**src/rtl/dsr_share_arb_if.sv**
```systemverilog
`default_nettype none
// ============================================================================
//  Module   : dsr_share_arb_if
//  Purpose  : Handshake bundle for the shared right-shifter arbiter. Carries
//             two requester channels and one result channel.
//             res_sticky exists only when DSR_SHARE_ARB_STICKY_EN is defined.
//  Revision : 1.0 - initial release
// ============================================================================
interface dsr_share_arb_if #(
  parameter int N = 16,
  parameter int S = 4
);
  logic         req0_valid;
  logic         req0_ready;
  logic [N-1:0] req0_data;
  logic [S-1:0] req0_shamt;
  logic         req1_valid;
  logic         req1_ready;
  logic [N-1:0] req1_data;
  logic [S-1:0] req1_shamt;
  logic         res_valid;
  logic         res_ready;
  logic [N-1:0] res_data;
  logic         res_id;
`ifdef DSR_SHARE_ARB_STICKY_EN
  logic         res_sticky;
`endif

  // Requesters and result consumer side
  modport master (
    output req0_valid, req0_data, req0_shamt,
    output req1_valid, req1_data, req1_shamt,
    output res_ready,
    input  req0_ready, req1_ready,
    input  res_valid, res_data, res_id
`ifdef DSR_SHARE_ARB_STICKY_EN
    , input res_sticky
`endif
  );

  // Arbiter side
  modport slave (
    input  req0_valid, req0_data, req0_shamt,
    input  req1_valid, req1_data, req1_shamt,
    input  res_ready,
    output req0_ready, req1_ready,
    output res_valid, res_data, res_id
`ifdef DSR_SHARE_ARB_STICKY_EN
    , output res_sticky
`endif
  );
endinterface
`default_nettype wire

```
**src/rtl/dsr_share_arb.sv**
```systemverilog
`default_nettype none
// ============================================================================
//  Module   : dsr_share_arb
//  Purpose  : Two requesters share one staged logical right shifter through a
//             round-robin arbiter; the result sits in a single output register
//             that can reload on the same edge it is drained.
//             Optional sticky output enabled by macro DSR_SHARE_ARB_STICKY_EN.
//  Revision : 1.0 - initial release
// ============================================================================
module dsr_share_arb #(
  parameter int N = 16,
  parameter int S = 4
) (
  input  wire logic        clk,
  input  wire logic        rst,
  dsr_share_arb_if.slave   bus
);

  localparam logic [0:0] c_EMPTY = 1'b0;
  localparam logic [0:0] c_FULL  = 1'b1;

  logic [0:0]   r_state;
  logic [0:0]   w_next_state;
  logic         r_rr_ptr;      // 1: requester 1 wins the next tie
  logic         w_accept;
  logic         w_gnt0;
  logic         w_gnt1;
  logic         w_load;
  logic [N-1:0] w_sel_data;
  logic [S-1:0] w_sel_shamt;
  logic [N-1:0] w_stage [0:S];
  logic [N-1:0] r_data;
  logic         r_id;

  assign w_load      = w_gnt0 | w_gnt1;
  assign w_sel_data  = w_gnt1 ? bus.req1_data  : bus.req0_data;
  assign w_sel_shamt = w_gnt1 ? bus.req1_shamt : bus.req0_shamt;
  assign w_stage[0]  = w_sel_data;

  // Shifter: stage k conditionally shifts by 2^k, zero filling from the top
  for (genvar k = 0; k < S; k++) begin : g_stage
    localparam int c_AMT = 1 << k;
    assign w_stage[k+1] = w_sel_shamt[k] ? (w_stage[k] >> c_AMT) : w_stage[k];
  end

`ifdef DSR_SHARE_ARB_STICKY_EN
  logic [S:0] w_stk;
  logic       r_sticky;
  assign w_stk[0] = 1'b0;

  // Sticky: accumulate the bits each active stage pushes off the bottom
  for (genvar k = 0; k < S; k++) begin : g_sticky
    localparam int           c_LOST = ((1 << k) > N) ? N : (1 << k);
    localparam logic [N-1:0] c_MASK = {N{1'b1}} >> (N - c_LOST);
    assign w_stk[k+1] = w_stk[k] | (w_sel_shamt[k] & (|(w_stage[k] & c_MASK)));
  end
`endif

  // State register: EMPTY/FULL of the result register
  always_ff @(posedge clk or posedge rst) begin
    if (rst) r_state <= c_EMPTY;
    else     r_state <= w_next_state;
  end

  // Next state: load fills, drain without reload empties
  always_comb begin
    w_next_state = r_state;
    case (r_state)
      c_EMPTY: if (w_load) w_next_state = c_FULL;
      c_FULL:  if (bus.res_ready && !w_load) w_next_state = c_EMPTY;
      default: w_next_state = c_EMPTY;
    endcase
  end

  // Outputs: grant decision, readies and result valid; nothing granted in reset
  always_comb begin
    w_accept = (r_state == c_EMPTY) || bus.res_ready;
    w_gnt0   = 1'b0;
    w_gnt1   = 1'b0;
    if (!rst && w_accept) begin
      if (bus.req0_valid && (!bus.req1_valid || !r_rr_ptr)) w_gnt0 = 1'b1;
      else if (bus.req1_valid)                              w_gnt1 = 1'b1;
    end
    bus.req0_ready = w_gnt0;
    bus.req1_ready = w_gnt1;
    bus.res_valid  = (r_state == c_FULL);
  end

  // Round-robin pointer moves only on a real grant, toward the other requester
  always_ff @(posedge clk or posedge rst) begin
    if (rst)         r_rr_ptr <= 1'b0;
    else if (w_load) r_rr_ptr <= w_gnt0;
  end

  // Result register: captures the shifted operand and owner on a grant
  always_ff @(posedge clk or posedge rst) begin
    if (rst) begin
      r_data <= '0;
      r_id   <= 1'b0;
    end else if (w_load) begin
      r_data <= w_stage[S];
      r_id   <= w_gnt1;
    end
  end

  assign bus.res_data = r_data;
  assign bus.res_id   = r_id;

`ifdef DSR_SHARE_ARB_STICKY_EN
  // Sticky register travels with the result data
  always_ff @(posedge clk or posedge rst) begin
    if (rst)         r_sticky <= 1'b0;
    else if (w_load) r_sticky <= w_stk[S];
  end
  assign bus.res_sticky = r_sticky;
`endif

endmodule
`default_nettype wire

```
**src/flat_wrapper.sv**
```systemverilog
// flat-port wrapper written by rule: the top's interface ports become plain ports
module dsr_share_arb_flat 
#(
  parameter int N = 16,
  parameter int S = 4
)
  (clk, rst, bus_req0_valid, bus_req0_data, bus_req0_shamt, bus_req1_valid, bus_req1_data, bus_req1_shamt, bus_res_ready, bus_req0_ready, bus_req1_ready, bus_res_valid, bus_res_data, bus_res_id);
  dsr_share_arb_if #(.N(N), .S(S)) bus_i ();
  input  wire logic clk;
  input  wire logic rst;
  input wire logic [$bits(bus_i.req0_valid)-1:0] bus_req0_valid;
  input wire logic [$bits(bus_i.req0_data)-1:0] bus_req0_data;
  input wire logic [$bits(bus_i.req0_shamt)-1:0] bus_req0_shamt;
  input wire logic [$bits(bus_i.req1_valid)-1:0] bus_req1_valid;
  input wire logic [$bits(bus_i.req1_data)-1:0] bus_req1_data;
  input wire logic [$bits(bus_i.req1_shamt)-1:0] bus_req1_shamt;
  input wire logic [$bits(bus_i.res_ready)-1:0] bus_res_ready;
  output wire logic [$bits(bus_i.req0_ready)-1:0] bus_req0_ready;
  output wire logic [$bits(bus_i.req1_ready)-1:0] bus_req1_ready;
  output wire logic [$bits(bus_i.res_valid)-1:0] bus_res_valid;
  output wire logic [$bits(bus_i.res_data)-1:0] bus_res_data;
  output wire logic [$bits(bus_i.res_id)-1:0] bus_res_id;
  assign bus_i.req0_valid = bus_req0_valid;
  assign bus_i.req0_data = bus_req0_data;
  assign bus_i.req0_shamt = bus_req0_shamt;
  assign bus_i.req1_valid = bus_req1_valid;
  assign bus_i.req1_data = bus_req1_data;
  assign bus_i.req1_shamt = bus_req1_shamt;
  assign bus_i.res_ready = bus_res_ready;
  assign bus_req0_ready = bus_i.req0_ready;
  assign bus_req1_ready = bus_i.req1_ready;
  assign bus_res_valid = bus_i.res_valid;
  assign bus_res_data = bus_i.res_data;
  assign bus_res_id = bus_i.res_id;
  dsr_share_arb #(.N(N), .S(S)) u_core (.clk(clk), .rst(rst), .bus(bus_i));
endmodule
```
**config.mk**
```make
export PLATFORM = sky130hd
export DESIGN_NAME = dsr_share_arb_flat
export DESIGN_NICKNAME = d
export VERILOG_FILES = /design/src/rtl/dsr_share_arb_if.sv /design/src/rtl/dsr_share_arb.sv /design/src/flat_wrapper.sv
export SDC_FILE = /design/constraint.sdc
export NUM_CORES = 1
export LEC_CHECK = 0
export BUFFER_PORTS_ARGS = -buffer_cell sky130_fd_sc_hd__buf_2
export CORE_AREA = 2 2 61 77
export CTS_CLUSTER_SIZE = 25
export DETAILED_ROUTE_END_ITERATION = 12
export DIE_AREA = 0 0 63 79
export PLACE_DENSITY = 0.75
export SYNTH_ARGS = -nofsm -noshare
export SYNTH_HDL_FRONTEND = slang
export SYNTH_SLANG_ARGS = --single-unit
```
**constraint.sdc**
```tcl
create_clock -name clk -period 2.26 [get_ports clk]
set_clock_uncertainty 0.05 [all_clocks]
set_input_delay 0.339 -clock clk [delete_from_list [all_inputs] [get_ports clk]]
set_output_delay 0.339 -clock clk [all_outputs]
set_load 0.02 [all_outputs]
```
==> impl_metrics.toml, run 1 <==
[status]
outcome = "completed"

[timing]
period_minus_slack_ns = 2.23
fin_setup_tns_ns = 0
relSlewSlack_pct = 52.5
worstMarginPinSlew_ns = 0.711
setup_violations = 0
period_share_pct = 98.7
fmax_mhz = 448
rsz0062_at_grt = "yes"
drv_slew = 0
report.final.hold_viol_count = 0

[floorplan]
start_util_pct = 44.3
die_area_sq_mm = 0.00498
fp.dieH_um = 79
ios = 65
fp-row-count = 27
die_w_um = 63
design.core.area_sq_mm = 0.00429

[place]
dp_hpwl_mm = 4.52
port_buffers = 64
globalplace.congestion = 0.945

[power]
total_power_w = 0.00132
combPwrFrac_pct = 48.9
p_per_area_mw_per_mm2 = 526
p_int_w = 0.000823
switching_share_pct = 37.7
vdd_ir_drop_max_mv = 0.217
sequentialPowerShare_pct = 33.6
total_leakage_power_nw = 1.18
clkPwrFrac_pct = 17.5
netSwitchingPower_w = 0.000499

[clocking]
clockBufferDepth = 2
cts_tree = "yes"
clkTransAtPathRegs_ns = 0.07
cts_buffers = 3
cts.sink_count = 19
ctsHoldBuffers = 0
htree_levels = 1
clock_latency_ns = 0.25
cts_root_buf = "clkbuf_8"

[critical_path]
required_ns = 2.35
rr_worst_depth = 8
crit_type = "register to register"
r2r-start = "u_core.bus.res_valid"
start_kind = "register"
endpoint_kind = "register"
r2r_end = "u_core.bus.res_data[1]"
regToRegSetupSlack_ns = 0.03
cp.arrival_ns = 2.32
crit_start = "u_core.bus.res_valid"
path_max_fanout = 8

[final_layout]
final_layout_size_suffix_gt1_share_pct = 46.3
fill_cells = 400
finalNetCount = 316
area_growth_pct = 32.2
antenna_cells = 0

[detailed_routing]
num_vias = 1859
wirelength_mm = 5.42
vias_per_cell = 5.67
drt_first_pass_iters = 4
detail-route-antenna-nets = 0
route.detailed.drc = 0
wire_per_inst_um = 16.5
drt_iter0_drc = 77

[logic_synthesis]
synthArstFlopShare_pct = 100
syn_avg_cell_area_sq_um = 9.90
synthDistinctLibCells = 35
ys_warn_count = 0
synth_nets = 237
syn_area_sq_mm = 0.00190
synth_edf_count = 0
synth_flop_cell = "dfrtp_1"
synth_area_leaders = "dfrtp_1 (25%), mux2i_1 (17%), mux4_2 (14%)"
synth_top_area_share_pct = 25.0
synth_cells = 192
synth_top_area_cell = "dfrtp_1"
synth_commonest_cells = "mux2i_1 (32), dfrtp_1 (19), o21ai_0 (16)"
seq_area_frac_synth_pct = 25.0
ys_ff_latch = 19
synth.most_common_cell = "mux2i_1"

[global_routing]
overflow = 0
grt_pass1_vias = 1871
grt_pass1_wl_mm = 8.95
antenna_found_initial = 0
grt_max_degree = 20
grt_usage_pct = 22.7

[run]
maxCapViolCount = 0

[min_path]
min_path_type = "input pin to async pin"
[layout make-up]
cell class	count	area, sq um	share of cell area, %
flip-flops and latches	19	477	19.0
inverters	4	15.0	0.598
repair buffers	89	515	20.5
clock buffers	3	41.3	1.64
well taps	58	72.6	2.89
multi-input cells	154	1390	55.2
clock inverters	1	5.00	0.199
[routing by layer]
| layer | global-route usage (%) | vias up | part of all wire, % |
|---|---|---|---|
| met3 | 2.12 | 12 | 4.6 |
| met4 | 9.78 | 0 | 3.2 |
| li1 | - | 908 | - |
| met5 | 0 | - | 0 |
| met1 | 26.7 | 872 | 41 |
| met2 | 41.8 | 67 | 52 |
[what timing repair did]
| action | in CTS | in global routing |
|---|---|---|
| pin swaps | 0 | 1 |
| gates resized for setup | 1 | 6 |
| setup buffers | 0 | 2 |
| endpoints found under the setup margin | 2 | 6 |
| cloned | 0 | 0 |
[critical path, stage by stage, from the launching register on]
cell     delay [ns]
dfrtp_2        0.40
nor2b_4        0.14
nor4b_4        0.28
buf_6          0.18
buf_4          0.17
mux2_2         0.37
mux2i_2        0.17
inv_1          0.05
a221o_1        0.31
[how the worst max path moves through the flow]
stage | endpoint | slack, ns | cells past startpoint
global route | u_core.bus.res_data[4] | -0.08 | 8
global placement | u_core.bus.res_data[8] | 0.02 | 10
detailed placement | u_core.bus.res_data[0] | -0.01 | 10
finish | u_core.bus.res_data[1] | 0.03 | 8
CTS | u_core.bus.res_data[1] | 0.02 | 8
floorplan | u_core.bus.res_data[2] | -0.22 | 6
[power by group through the flow]
stage	logic, W	clock network, W	registers, W
floorplan	0.000321	0	0.000522
global placement	0.000620	0	0.000451
detailed placement	0.000630	0	0.000452
CTS	0.000633	0.000240	0.000446
global route	0.000703	0.000258	0.000453
finish	0.000646	0.000232	0.000444
[placed cells by master (no fill, tap or decap), drive strengths merged]
master,synthesis,routed
and3b,1,1
buf,6,89
mux2i,33,33
and2,2,2
clkbuf,9,3
o211ai,5,5
a21oi,6,6
a31oi,1,1
inv,4,4
a32o,2,2
mux4,12,12
clkinv,0,1
nor4b,1,1
o21ai,17,17
nand3,2,2
a221o,2,2
nor2,6,6
nor3b,1,1
nor2b,5,5
nand2b,4,4
dfrtp,19,19
a22oi,5,5
a22o,4,4
o22ai,3,3
a21boi,1,1
nand2,12,12
mux2,12,12
a21o,3,3
nor3,1,1
o21a,1,1
a211oi,11,11
o31ai,1,1
[registers in the layout, indices dropped and copies added, names as in the netlist]
register	cells
u_core.bus.res_data	16
u_core.r_rr_ptr	1
u_core.bus.res_id	1
u_core.bus.res_valid	1
[cell families after synthesis]
family	share of synthesized area (%)
compound gates	22.0
mux	38.9
simple gates	10.1
flops	25.0
buf+inv	4.02
[per-stage QoR]
| stage | instances | area, sq um | hold WS, ns | utilization, % | setup WS [ns] |
|---|---|---|---|---|---|
| detailed placement | 322 | 2430 | 0.416 | 56.6 | -0.0122 |
| finish | 328 | 2510 | 0.193 | 58.6 | 0.0283 |
| CTS | 326 | 2480 | 0.214 | 57.7 | 0.0197 |
| global placement | 322 | 2430 | 0.410 | 56.6 | 0.0215 |
| floorplan | 192 | 1920 | 0.240 | - | -0.222 |
| global route | 328 | 2510 | 0.257 | 58.6 | -0.0821 |
Note: power is estimated with default switching activity, not from simulation.
==> run 2: changes to the inputs <==
--- a/config.mk
+++ b/config.mk
@@ -6,11 +6,12 @@
 export NUM_CORES = 1
 export LEC_CHECK = 0
 export BUFFER_PORTS_ARGS = -buffer_cell sky130_fd_sc_hd__buf_2
-export CORE_AREA = 2 2 61 77
+export CORE_AREA = 2 2 58 74
 export CTS_CLUSTER_SIZE = 25
 export DETAILED_ROUTE_END_ITERATION = 12
-export DIE_AREA = 0 0 63 79
-export PLACE_DENSITY = 0.75
+export DIE_AREA = 0 0 60 76
+export HOLD_SLACK_MARGIN = 0.08
+export PLACE_DENSITY = 0.79
 export SYNTH_ARGS = -nofsm -noshare
 export SYNTH_HDL_FRONTEND = slang
 export SYNTH_SLANG_ARGS = --single-unit
==> constraint.sdc (replaced) <==
create_clock -name clk -period 2.2 [get_ports clk]
set_clock_uncertainty 0.05 [all_clocks]
set_input_delay 0.33 -clock clk [delete_from_list [all_inputs] [get_ports clk]]
set_output_delay 0.33 -clock clk [all_outputs]
set_load 0.02 [all_outputs]
==> run 2 against run 1 <==
The flow now finishes with violations (setup timing); die area is 8.4% lower; global-route usage is 1.1 points higher; worst hold slack worse by 0.029 ns; critical path type unchanged; largest cell class unchanged; fmax is 1.2% higher; sequential power is 2% higher; first-iteration DRC count is 6.5% higher; routed wire length is 5.2% lower; utilization is 6.1 points higher; register-to-register slack worse by 0.03 ns; highest routed layer unchanged.
==> impl_metrics.toml, run 2 (same netlist as run 1, synthesis figures left out) <==
[critical_path]
worst-path-stages = 7
endpoint = "u_core.bus.res_data[2]"
regToRegSetupSlack_ns = -0.006
cp_top_family = "multiplexers"
critPathBufInv = 1
crit_type = "register to register"
r2r_end = "u_core.bus.res_data[2]"
r2r-start = "u_core.bus.res_valid"
crit_start = "u_core.bus.res_valid"
slowest_stage = "mux4_2"
required_ns = 2.28
worstPathCellList = "nor2b_4, nor4b_4, buf_6, mux2i_4, mux4_2, a211oi_2, o31ai_1"
cpPeakStageDelay_ns = 0.52
cp.arrival_ns = 2.29
start_kind = "register"
endpoint_kind = "register"
path_max_fanout = 5
rr_worst_depth = 7

[final_layout]
largest_reg_flops = 16
layout_commonest_cell = "buf_2"
final_layout_size_suffix_gt1_share_pct = 47.4
antenna_cells = 0
finalNetCount = 316
fin_area_sq_mm = 0.00254
area_growth_pct = 33.9
fill_cells = 343
mostFrequentLayoutCells = "buf_2 (64), mux2i_1 (30), buf_4 (22), dfrtp_1 (18), o21ai_0 (14)"

[timing]
period_share_pct = 100
period_minus_slack_ns = 2.21
rsz0062_at_grt = "yes"
relSlewSlack_pct = 53.8
setup_slack_ns = -0.00561
whs_ns = 0.164
report.final.hold_viol_count = 0
fin_setup_tns_ns = -0.00561
worstMarginPinSlew_ns = 0.692
setup_violations = 1
drv_slew = 0
fmax_mhz = 453

[detailed_routing]
vias_per_cell = 5.76
wl_met3_um = 164
top_layer = "met4"
num_vias = 1877
drt_iter0_drc = 82
m1WireLength_mm = 2.14
wirelength_mm = 5.14
drt_first_pass_iters = 4
wire_per_inst_um = 15.8
route.detailed.drc = 0
detail-route-antenna-nets = 0
dr_wl_met2_mm = 2.68

[clocking]
cts_buffers = 3
clkTransAtPathRegs_ns = 0.07
cts.sink_count = 19
clock_latency_ns = 0.25
htree_levels = 1
ctsHoldBuffers = 0
cts_tree = "yes"
clockBufferDepth = 2
cts_root_buf = "clkbuf_8"

[power]
vdd_ir_drop_max_mv = 0.224
p_per_area_mw_per_mm2 = 540
total_leakage_power_nw = 1.19

[place]
dp_hpwl_mm = 4.38
port_buffers = 64
post_dp_cell_area_sq_mm = 0.00246
dpl_worst_slack_ns = -0.0573
globalplace.congestion = 0.896

[global_routing]
antenna_found_initial = 0
grt_usage_pct = 23.9
grt_pass1_vias = 1833
grt_max_degree = 23
grt_pass1_wl_mm = 8.47
overflow = 0

[floorplan]
ios = 65
design.core.area_sq_mm = 0.00394
start_util_pct = 48.3
fp.dieH_um = 76
die_area_sq_mm = 0.00456
fp-row-count = 26
die_w_um = 60

[status]
outcome = "finished, violations left"
violations = "setup timing"

[run]
maxCapViolCount = 0

[min_path]
min_path_type = "input pin to async pin"
[run 2: per-layer routing]
layer,track usage (%),vias up
li1,-,911
met2,42.3,59
met4,8.44,0
met5,0,-
met1,29.6,896
met3,1.02,11
[run 2: worst min-delay path by stage]
stage,startpoint,endpoint,slack [ns],cells past startpoint
final,rst,u_core.bus.res_data[12],0.16,2
after global routing,rst,u_core.bus.res_data[12],0.23,2
after CTS,rst,u_core.bus.res_data[14],0.19,2
after detailed placement,u_core.bus.res_id,u_core.bus.res_id,0.42,1
after global placement,u_core.bus.res_data[11],u_core.bus.res_data[11],0.41,2
after floorplan,rst,u_core.bus.res_data[0],0.23,1
[run 2: final cells by class]
cell class | instances | area (sq um) | area share (%)
clock buffer | 3 | 41.3 | 1.62
timing repair buffer | 89 | 537 | 21.1
clock inverter | 1 | 5.00 | 0.197
inverter | 4 | 15.0 | 0.590
sequential | 19 | 477 | 18.7
multi-input combinational | 154 | 1400 | 55.0
tap | 56 | 70.1 | 2.75
[run 2: power by group]
part / switching [W] / internal [W] / total, W
sequential: 0.0000367 / 0.000416 / 0.000452
combinational: 0.000364 / 0.000316 / 0.000679
clock: 0.000117 / 0.000126 / 0.000243
[run 2: what timing repair did]
action | in CTS | in global routing
gates resized for setup | 2 | 10
endpoints found under the setup margin | 5 | 10
buffers inserted | 0 | 1
gates cloned | 0 | 0
[run 2: through the flow]
stage / total power [W] / utilization [%] / cells
final: 0.00138 / 64.7 / 326
after global routing: 0.00146 / 64.7 / 326
after CTS: 0.00136 / 63.7 / 325
after detailed placement: 0.00112 / 62.4 / 321
after global placement: 0.00111 / 62.4 / 321
after floorplan: 0.000865 / - / 192
